### src/rtl/display_scan_pkg.sv
// rtl/display_scan_pkg.sv - shared types and helpers for the display slot scanner
// Contents:
//   scan_state_t     frame sequencer states
//   SLOT_CHARS       characters emitted per slot (name, colon, 8 hex digits)
//   ASCII_SPACE/COLON fixed glyphs used by the slot layout
//   nibble_to_ascii  4-bit value to upper-case hex ASCII digit
package display_scan_pkg;

   typedef enum logic [2:0] {
      ST_IDLE = 3'd0,
      ST_REQ  = 3'd1,
      ST_WAIT = 3'd2,
      ST_CAPT = 3'd3,
      ST_EMIT = 3'd4
   } scan_state_t;

   localparam int         SLOT_CHARS  = 14;
   localparam logic [3:0] LAST_POS    = 4'(SLOT_CHARS - 1);
   localparam logic [7:0] ASCII_SPACE = 8'h20;
   localparam logic [7:0] ASCII_COLON = 8'h3A;

   function automatic logic [7:0] nibble_to_ascii(input logic [3:0] nib);
      if (nib < 4'd10)
         return 8'h30 + {4'h0, nib};
      else
         return 8'h37 + {4'h0, nib};   // 0xA + 0x37 = 'A'
   endfunction

endpackage

### src/rtl/slot_formatter.sv
// rtl/slot_formatter.sv - combinational slot-to-ASCII character mapper
// Ports:
//   valid  in  1   slot in use; when low every position renders as a space
//   name   in  40  five ASCII chars, [39:32] leftmost; 0x00 renders as space
//   value  in  32  rendered as 8 upper-case hex digits, MSB nibble first
//   pos    in  4   character position within the slot, 0..13
//   code   out 8   ASCII code for that position
module slot_formatter
   import display_scan_pkg::*;
(
   input  logic        valid,
   input  logic [39:0] name,
   input  logic [31:0] value,
   input  logic [3:0]  pos,
   output logic [7:0]  code
);

   logic [7:0] name_byte;
   logic [3:0] nib;

   always_comb begin
      name_byte = 8'h00;
      case (pos)
         4'd0:    name_byte = name[39:32];
         4'd1:    name_byte = name[31:24];
         4'd2:    name_byte = name[23:16];
         4'd3:    name_byte = name[15:8];
         4'd4:    name_byte = name[7:0];
         default: name_byte = 8'h00;
      endcase
   end

   always_comb begin
      nib = 4'h0;
      case (pos)
         4'd6:    nib = value[31:28];
         4'd7:    nib = value[27:24];
         4'd8:    nib = value[23:20];
         4'd9:    nib = value[19:16];
         4'd10:   nib = value[15:12];
         4'd11:   nib = value[11:8];
         4'd12:   nib = value[7:4];
         4'd13:   nib = value[3:0];
         default: nib = 4'h0;
      endcase
   end

   always_comb begin
      code = ASCII_SPACE;
      if (!valid)
         code = ASCII_SPACE;               // unused slot blanks any stale text
      else if (pos <= 4'd4)
         code = (name_byte == 8'h00) ? ASCII_SPACE : name_byte;
      else if (pos == 4'd5)
         code = ASCII_COLON;
      else if (pos <= LAST_POS)
         code = nibble_to_ascii(nib);
      else
         code = ASCII_SPACE;
   end

endmodule

### src/rtl/display_scanner.sv
// rtl/display_scanner.sv - display slot frame sequencer and character serialiser
// Ports:
//   clk, reset          clock; synchronous active-high reset
//   scan_en             level; frames run back-to-back while high
//   display_number      slot requested from the user logic, 0 = none
//   display_valid/name/value  user answer for the requested slot
//   char_valid/ready    character handshake towards the LCD text writer
//   char_code/slot/pos  ASCII code, slot number and position of the character
//   frame_done          one-cycle pulse after the last character of a frame
//   busy                high from frame start until frame_done
module display_scanner
   import display_scan_pkg::*;
#(
   parameter int NUM_SLOTS = 44,
   parameter int RESP_LAT  = 1
)(
   input  logic        clk,
   input  logic        reset,
   input  logic        scan_en,
   output logic [5:0]  display_number,
   input  logic        display_valid,
   input  logic [39:0] display_name,
   input  logic [31:0] display_value,
   output logic        char_valid,
   input  logic        char_ready,
   output logic [7:0]  char_code,
   output logic [5:0]  char_slot,
   output logic [3:0]  char_pos,
   output logic        frame_done,
   output logic        busy
);

   localparam int         LAT_W     = (RESP_LAT < 2) ? 1 : $clog2(RESP_LAT + 1);
   localparam logic [5:0] LAST_SLOT = 6'(NUM_SLOTS);

   scan_state_t      state;
   logic [5:0]       slot;
   logic [LAT_W-1:0] lat_cnt;
   logic             cap_valid;
   logic [39:0]      cap_name;
   logic [31:0]      cap_value;

   logic             fmt_valid;
   logic [39:0]      fmt_name;
   logic [31:0]      fmt_value;
   logic [3:0]       fmt_pos;
   logic [7:0]       fmt_code;
   logic             xfer;

   // In CAPT the formatter looks at the live answer so position 0 can be
   // registered on the same edge that captures the slot; in EMIT it looks
   // ahead one position from the captured copy.
   always_comb begin
      fmt_valid = cap_valid;
      fmt_name  = cap_name;
      fmt_value = cap_value;
      fmt_pos   = char_pos + 4'd1;
      if (state == ST_CAPT) begin
         fmt_valid = display_valid;
         fmt_name  = display_name;
         fmt_value = display_value;
         fmt_pos   = 4'd0;
      end
   end

   assign xfer = char_valid && char_ready;

   slot_formatter u_fmt (
      .valid (fmt_valid),
      .name  (fmt_name),
      .value (fmt_value),
      .pos   (fmt_pos),
      .code  (fmt_code)
   );

   always_ff @(posedge clk) begin
      if (reset) begin
         state          <= ST_IDLE;
         slot           <= 6'd1;
         lat_cnt        <= '0;
         cap_valid      <= 1'b0;
         cap_name       <= '0;
         cap_value      <= '0;
         display_number <= 6'd0;
         char_valid     <= 1'b0;
         char_code      <= 8'h00;
         char_slot      <= 6'd0;
         char_pos       <= 4'd0;
         frame_done     <= 1'b0;
         busy           <= 1'b0;
      end else begin
         frame_done <= 1'b0;
         case (state)
            ST_IDLE: begin
               display_number <= 6'd0;
               if (scan_en) begin
                  slot  <= 6'd1;
                  busy  <= 1'b1;
                  state <= ST_REQ;
               end
            end
            ST_REQ: begin
               display_number <= slot;
               lat_cnt        <= LAT_W'(RESP_LAT);
               state          <= ST_WAIT;
            end
            ST_WAIT: begin
               // Leaving on count 1 keeps WAIT exactly RESP_LAT cycles long.
               lat_cnt <= lat_cnt - 1'b1;
               if (lat_cnt == LAT_W'(1))
                  state <= ST_CAPT;
            end
            ST_CAPT: begin
               cap_valid  <= display_valid;
               cap_name   <= display_name;
               cap_value  <= display_value;
               char_valid <= 1'b1;
               char_code  <= fmt_code;
               char_slot  <= slot;
               char_pos   <= 4'd0;
               state      <= ST_EMIT;
            end
            ST_EMIT: begin
               if (xfer) begin
                  if (char_pos == LAST_POS) begin
                     char_valid <= 1'b0;
                     if (slot == LAST_SLOT) begin
                        frame_done     <= 1'b1;
                        busy           <= 1'b0;
                        display_number <= 6'd0;
                        state          <= ST_IDLE;
                     end else begin
                        slot  <= slot + 6'd1;
                        state <= ST_REQ;
                     end
                  end else begin
                     char_pos  <= char_pos + 4'd1;
                     char_code <= fmt_code;
                  end
               end
            end
            default: state <= ST_IDLE;
         endcase
      end
   end

endmodule

### config.mk
export PLATFORM = sky130hd
export DESIGN_NAME = display_scanner
export DESIGN_NICKNAME = d
export VERILOG_FILES = /design/src/rtl/display_scan_pkg.sv /design/src/rtl/slot_formatter.sv /design/src/rtl/display_scanner.sv
export SDC_FILE = /design/constraint.sdc
export NUM_CORES = 1
export LEC_CHECK = 0
export ABC_AREA = 1
export BUFFER_PORTS_ARGS = -buffer_cell sky130_fd_sc_hd__buf_2
export CAP_MARGIN = 10
export CORE_AREA = 2 2 99 120
export CTS_CLUSTER_SIZE = 24
export DETAILED_ROUTE_END_ITERATION = 8
export DIE_AREA = 0 0 101 122
export PLACE_DENSITY = 0.74
export SLEW_MARGIN = 20
export SYNTH_ARGS = -nofsm -noshare
export SYNTH_HDL_FRONTEND = slang
export SYNTH_SLANG_ARGS = --single-unit
### constraint.sdc
create_clock -name clk -period 1.9 [get_ports clk]
set_input_delay 0.38 -clock clk [delete_from_list [all_inputs] [get_ports clk]]
set_output_delay 0.38 -clock clk [all_outputs]
set_load 0.005 [all_outputs]
# After elaboration in Yosys (flattened, before gate mapping)

Cells that the tools add are included.

Flip-flop bits (word level): 110
Output and inout port bits: 27
Logic and storage cells: 108

Add/subtract/negate cells: 5
Magnitude comparators: 3
Equality and inequality tests: 26
Multiplexer cells: 43
Bitwise operators: 3
Reductions and logical operators: 15

Operators with widths:

| kind                | number |
|---|---|
| $mux 8              | 8 |
| $mux 6              | 7 |
| $mux 40             | 1 |
| $pmux 8 s5          | 1 |
| $mux 32             | 1 |
| $pmux 4 s8          | 1 |
| $eq 4x4->1 const B  | 7 |
| $pmux 6 s3          | 1 |
| $eq 4x3->1 const B  | 4 |
| $pmux 8 s2          | 1 |
| $pmux 3 s5          | 1 |
| $add 6x4->7 const A | 2 |
| $ne 2x2->1 const B  | 7 |
| $mux 3              | 4 |
| $mux 4              | 3 |
| $pmux 6 s2          | 1 |
| $reduce_and 5->1    | 2 |
| $mux 1              | 9 |
| $eq 4x2->1 const B  | 2 |
| $logic_not 8->1     | 1 |
| $pmux 4 s2          | 1 |
| $reduce_and 4->1    | 2 |
| $add 6x1->6 const B | 1 |
| $eq 3x2->1 const B  | 2 |
| other kinds (18)    | 25 |

# Depth between registers and ports, before layout

Depth after elaboration: 13
Gate-level depth with buffers: 19
Depth with buffers taken out: 18

# Modules after synthesis

A second synthesis with hierarchy kept.

Cell total of the unflattened synthesis: 834
Area, all modules: 5,703.0 sq um

Modules (own cells, without submodules):

| module          | instances | cells an instance | area an instance (sq um) | seq. area each (sq um) |
|---|---|---|---|---|
| display_scanner | 1         | 628               | 4,754.6                  | 2,202.1 |
| slot_formatter  | 1         | 206               | 948.4                    | 0.0 |

# Least setup slack after synthesis

Ideal clock, no wire load.

Path type: register to register
Start: register char_pos[1]
End: register char_code[5]
Data arrival time: 2.045 ns
Required time: 1.772 ns
Path slack: -0.273 ns
Cell stages (with the launch flop): 15
Path buffers: 0
Path through: dfxtp_1 inv_1 ha_1 nor3_2 inv_1 nor2_1 clkinv_1 o21ai_0 nor3_2 nand2_1 nor2_1 nand2_1 nand2_1 nand2_1 a21oi_1

Cells in the longest elaborated chain, start to end: 13
Elaborated cells between the ends (all ways): 36
Classes of those cells: add/sub (3); order compare (3); eq/ne (15); mux (12); reduce/logical (3)

Ends and longest elaborated chain:

| what                                      | line                   | RTL |
|---|---|---|
| start, declared                           | display_scanner.sv:28  | `output logic [3:0] char_pos,` |
| start signal, assigned                    | display_scanner.sv:137 | `char_pos <= char_pos + 4'd1;` |
| $add 4x1->4                               | display_scanner.sv:57  | `fmt_pos = char_pos + 4'd1;` |
| $mux 4                                    | display_scanner.sv:58  | `if (state == ST_CAPT) begin` |
| $eq 4x4->1 or $eq 4x3->1 (tied branches)  | slot_formatter.sv:35   | `case (pos)` |
| $pmux 4 s8                                | slot_formatter.sv:35   |  |
| $add 6x4->7, or another cell as far along | display_scan_pkg.sv:26 | `return 8'h37 + {4'h0, nib};` |
| $mux 8                                    | display_scan_pkg.sv:23 | `if (nib < 4'd10)` |
| $mux 8                                    | slot_formatter.sv:56   | `else if (pos <= LAST_POS)` |
| $mux 8                                    | slot_formatter.sv:54   | `else if (pos == 4'd5)` |
| $mux 8                                    | slot_formatter.sv:52   | `else if (pos <= 4'd4)` |
| $mux 8                                    | slot_formatter.sv:50   | `if (!valid)` |
| $mux 8                                    | display_scanner.sv:125 | `if (char_pos == LAST_POS) begin` |
| $mux 8                                    | display_scanner.sv:124 | `if (xfer) begin` |
| $pmux 8 s2                                | display_scanner.sv:93  | `case (state)` |
| end signal, assigned                      | display_scanner.sv:118 | `char_code <= fmt_code;` |
| end signal, assigned                      | display_scanner.sv:138 | `char_code <= fmt_code;` |
| end, declared                             | display_scanner.sv:26  | `output logic [7:0] char_code,` |

Several ways; a longest one is shown, not always the timed one. The select of a mux whose other input is x is not followed.
A chain may end at the register's enable or synchronous reset.

# Final worst setup path

Start: register char_pos[1]
End: register char_code[1]

Same word-level chain as after synthesis.

==> results.json <==
{
  "outcome": "finished, violations left",
  "violations": "negative setup slack",
  "insertion_delay_ns": 0.36,
  "yosysMostFrequentCell": "nand2_1",
  "slew_headroom_pct": 62.0,
  "hp-class": "in2reg",
  "place_inst": 1060,
  "cts.htree.levels": 3,
  "drc": 0,
  "fin_skew_ns": 0.00868,
  "worstPathArrival_ns": 2.49,
  "grtUsageTotal_pct": 24.2,
  "numCtsBuffers": 9,
  "dpl.hpwl_um": 10400,
  "max_freq_ghz": 0.440,
  "core-area_um2": 11300,
  "crit_path_frequent_cell": "nand2_1",
  "timing.rr.start": "char_pos[1]",
  "grt_max_degree": 52,
  "synthCells": 768,
  "yosysSeqAreaShare_pct": 40.2,
  "cts_tree": "built",
  "place_area_um2": 6730,
  "drtIter0Drc": 274,
  "path_clk_slew_ns": 0.07,
  "drive_gt1_share_pct": 36.6,
  "drt-pass1-iter-count": 5,
  "critPathLaunchType": "flop",
  "routedWlPerCell_um": 14.0,
  "fill_cells": 953,
  "crit_cells": 16,
  "finalSetupViolCount": 8,
  "synthTopCellsByArea": "dfxtp_1, nand2_1, nor2_1, inv_1, o21a_1",
  "synth_top_area_share_pct": 40.2,
  "antenna_found_initial": 0,
  "grt_first_pass_wirelength_um": 23700,
  "synthArstFlopShare_pct": 0,
  "maxCapViolations": 0,
  "instances_no_fill": 1092,
  "num_antenna_cells": 0,
  "slew_viol_final": 0,
  "vdd_drop_max_uv": 577,
  "place_ws_ns": -0.261,
  "rsz0062_at_grt": "yes",
  "antenna_left": 0,
  "globalplace.congestion": 0.918,
  "worstSetupEndpointType": "flop",
  "routed_via_density": 5.08,
  "r2r-end": "char_code[1]",
  "die_w_um": 101,
  "yosys.area.top_type": "dfxtp_1",
  "syn-cell-area_um2": 5480,
  "clock-root-buffer": "clkbuf_16",
  "die_area_um2": 12300,
  "r2r_setup_slack_ns": -0.37,
  "chipHeight_um": 122,
  "ys.warnings.count": 0,
  "num_vias": 5542,
  "critPathBufInv": 3,
  "initial_core_util_pct": 48.5,
  "post-route-cell-area_um2": 7530,
  "critPathCapture": "char_code[1]",
  "synth_fp_nets": 849,
  "rows": 43,
  "synth_area_per_cell_um2": 7.13,
  "max_stage_delay_ns": 0.40,
  "clkPwrFrac_pct": 23.3,
  "finalNetCount": 1033,
  "ys_types": 44,
  "synthFlopType": "dfxtp_1",
  "clkSinkCount": 110,
  "worst-path-max-fanout": 5,
  "worst_slack_ns": -0.372,
  "period_share_pct": 120,
  "p_leak_nw": 3.61,
  "cpLargestDelayFamily": "simple AND/OR/NAND/NOR gates",
  "ctsHoldBuffers": 0,
  "required_ns": 2.12,
  "grt_overflow_total": 0,
  "seq_power_share_pct": 31.2,
  "reg2reg_depth": 16,
  "cp_slowest_cell": "dfxtp_4",
  "synth-seq-cells": 110,
  "final-hold-violation-count": 0,
  "ios": 104,
  "power.density_nw_per_um2": 1190,
  "power.internal_mw": 5.62,
  "crit_path_cell_trace": "inv_4 > ha_4 > inv_6 > o21ai_4 > buf_6 > nand3_4 > o21ai_2 > nor2_1 > nand2_2 > nor2_4 > nor2_4 > nand2_1 > nand2_1 > nand2_1 > nand2_1 > a21oi_1",
  "pwr-share-comb_pct": 45.6,
  "synth_edf_count": 0,
  "io_buffers": 103,
  "min_period_ns": 2.27,
  "tightest_slew_ns": 0.570,
  "switching_share_pct": 37.2,
  "p_switching_mw": 3.33,
  "area_growth_pct": 37.4,
  "critical_path.startpoint": "char_pos[1]",
  "routed_wl_um": 15300,
  "worstSetupPathType": "reg2reg",
  "netlist_top_cells_count": "nand2_1, dfxtp_1, nor2_1",
  "grt_pass1_vias": 5162,
  "cts_max_path_buffers": 2
}
[layout by cell type (no fill, tap or decap), types with 12 or more instances in the layout]
cell | synthesis | final
a21oi_1 | 37 | 35
buf_2 | 3 | 103
buf_4 | 3 | 82
dfxtp_1 | 110 | 104
inv_1 | 103 | 96
mux2i_1 | 12 | 12
nand2_1 | 154 | 143
nand3_1 | 37 | 26
nor2_1 | 108 | 91
nor2_2 | 4 | 12
nor2_4 | 5 | 16
o21a_1 | 25 | 25
o21ai_0 | 37 | 29
o21ai_1 | 13 | 12
or2_2 | 25 | 25
[power by group through the flow]
stage               Clock [mW]  Sequential [mW]  Combinational [mW]
floorplan                    0             2.82                2.10
global placement             0             2.80                3.42
detailed placement           0             2.81                3.44
CTS                       2.11             2.77                3.68
global route              2.19             2.82                4.49
finish                    2.08             2.79                4.08
[worst min path at each step]
stage                            startpoint  slack (ns)                 to  cells past startpoint
final                      display_name[17]        0.29       cap_name[17]                      3
after global routing       display_name[17]        0.30       cap_name[17]                      3
after CTS                  display_name[17]        0.29       cap_name[17]                      3
after detailed placement  display_number[5]        0.45  display_number[5]                      2
after global placement    display_number[5]        0.45  display_number[5]                      2
after floorplan                     lat_cnt        0.43            lat_cnt                      1
[tightest hold or removal path: stages]
cell,delay [ns]
buf_2,0.09
mux2i_2,0.07
nor2_1,0.07
[per-stage QoR]
stage          TNS (ns)  utilization (%)  total power, mW  hold slack, ns
5_1_grt           -3.19             66.6             9.50           0.302
3_3_place_gp      -1.31             59.5             6.22           0.447
3_5_place_dp      -1.56             59.5             6.26           0.452
2_1_floorplan   -0.0653                -             4.92           0.427
4_1_cts           -1.20             63.8             8.55           0.289
6_report          -2.33             66.6             8.94           0.286
[layer usage]
layer,part of all wire (%),global-route usage [%]
met3,5.4,4.59
met4,2.0,9.97
met5,0,0
met1,41,29.3
met2,51,42.1
[flip-flops by register name (all words and copies together), names as in the netlist]
| register | flops |
|---|---|
| busy | 1 |
| cap_name | 40 |
| cap_valid | 1 |
| cap_value | 32 |
| char_code | 8 |
| char_pos | 4 |
| char_slot | 6 |
| char_valid | 1 |
| display_number | 6 |
| frame_done | 1 |
| lat_cnt | 1 |
| slot | 6 |
| state | 3 |
[timing repair]
item                                    CTS  global route
endpoints found under the setup margin   10            16
cloned                                    2             0
pin swaps                                16            42
setup buffers                             5            10
resized for setup                        32            67
[final cells by class]
class	instances	area [µm²]	area share [%]
flip-flops and latches	110	2220	29.5
well taps	135	169	2.24
clock inverters	6	93.8	1.25
clock buffers	10	239	3.17
repair buffers	200	1360	18.0
inverters	111	430	5.72
multi-input cells	520	3020	40.1
[kinds of logic after synthesis]
| family | count (synthesis) | share of synthesized area (%) |
|---|---|---|
| buffers and inverters | 140 | 11.1 |
| muxes | 13 | 2.44 |
| AOI/OAI and AO/OA | 131 | 14.2 |
| DFF | 110 | 40.2 |
| and+or+nand+nor | 370 | 31.2 |
| adders and majority gates | 4 | 0.914 |
Power figures use the tool's default switching activity.
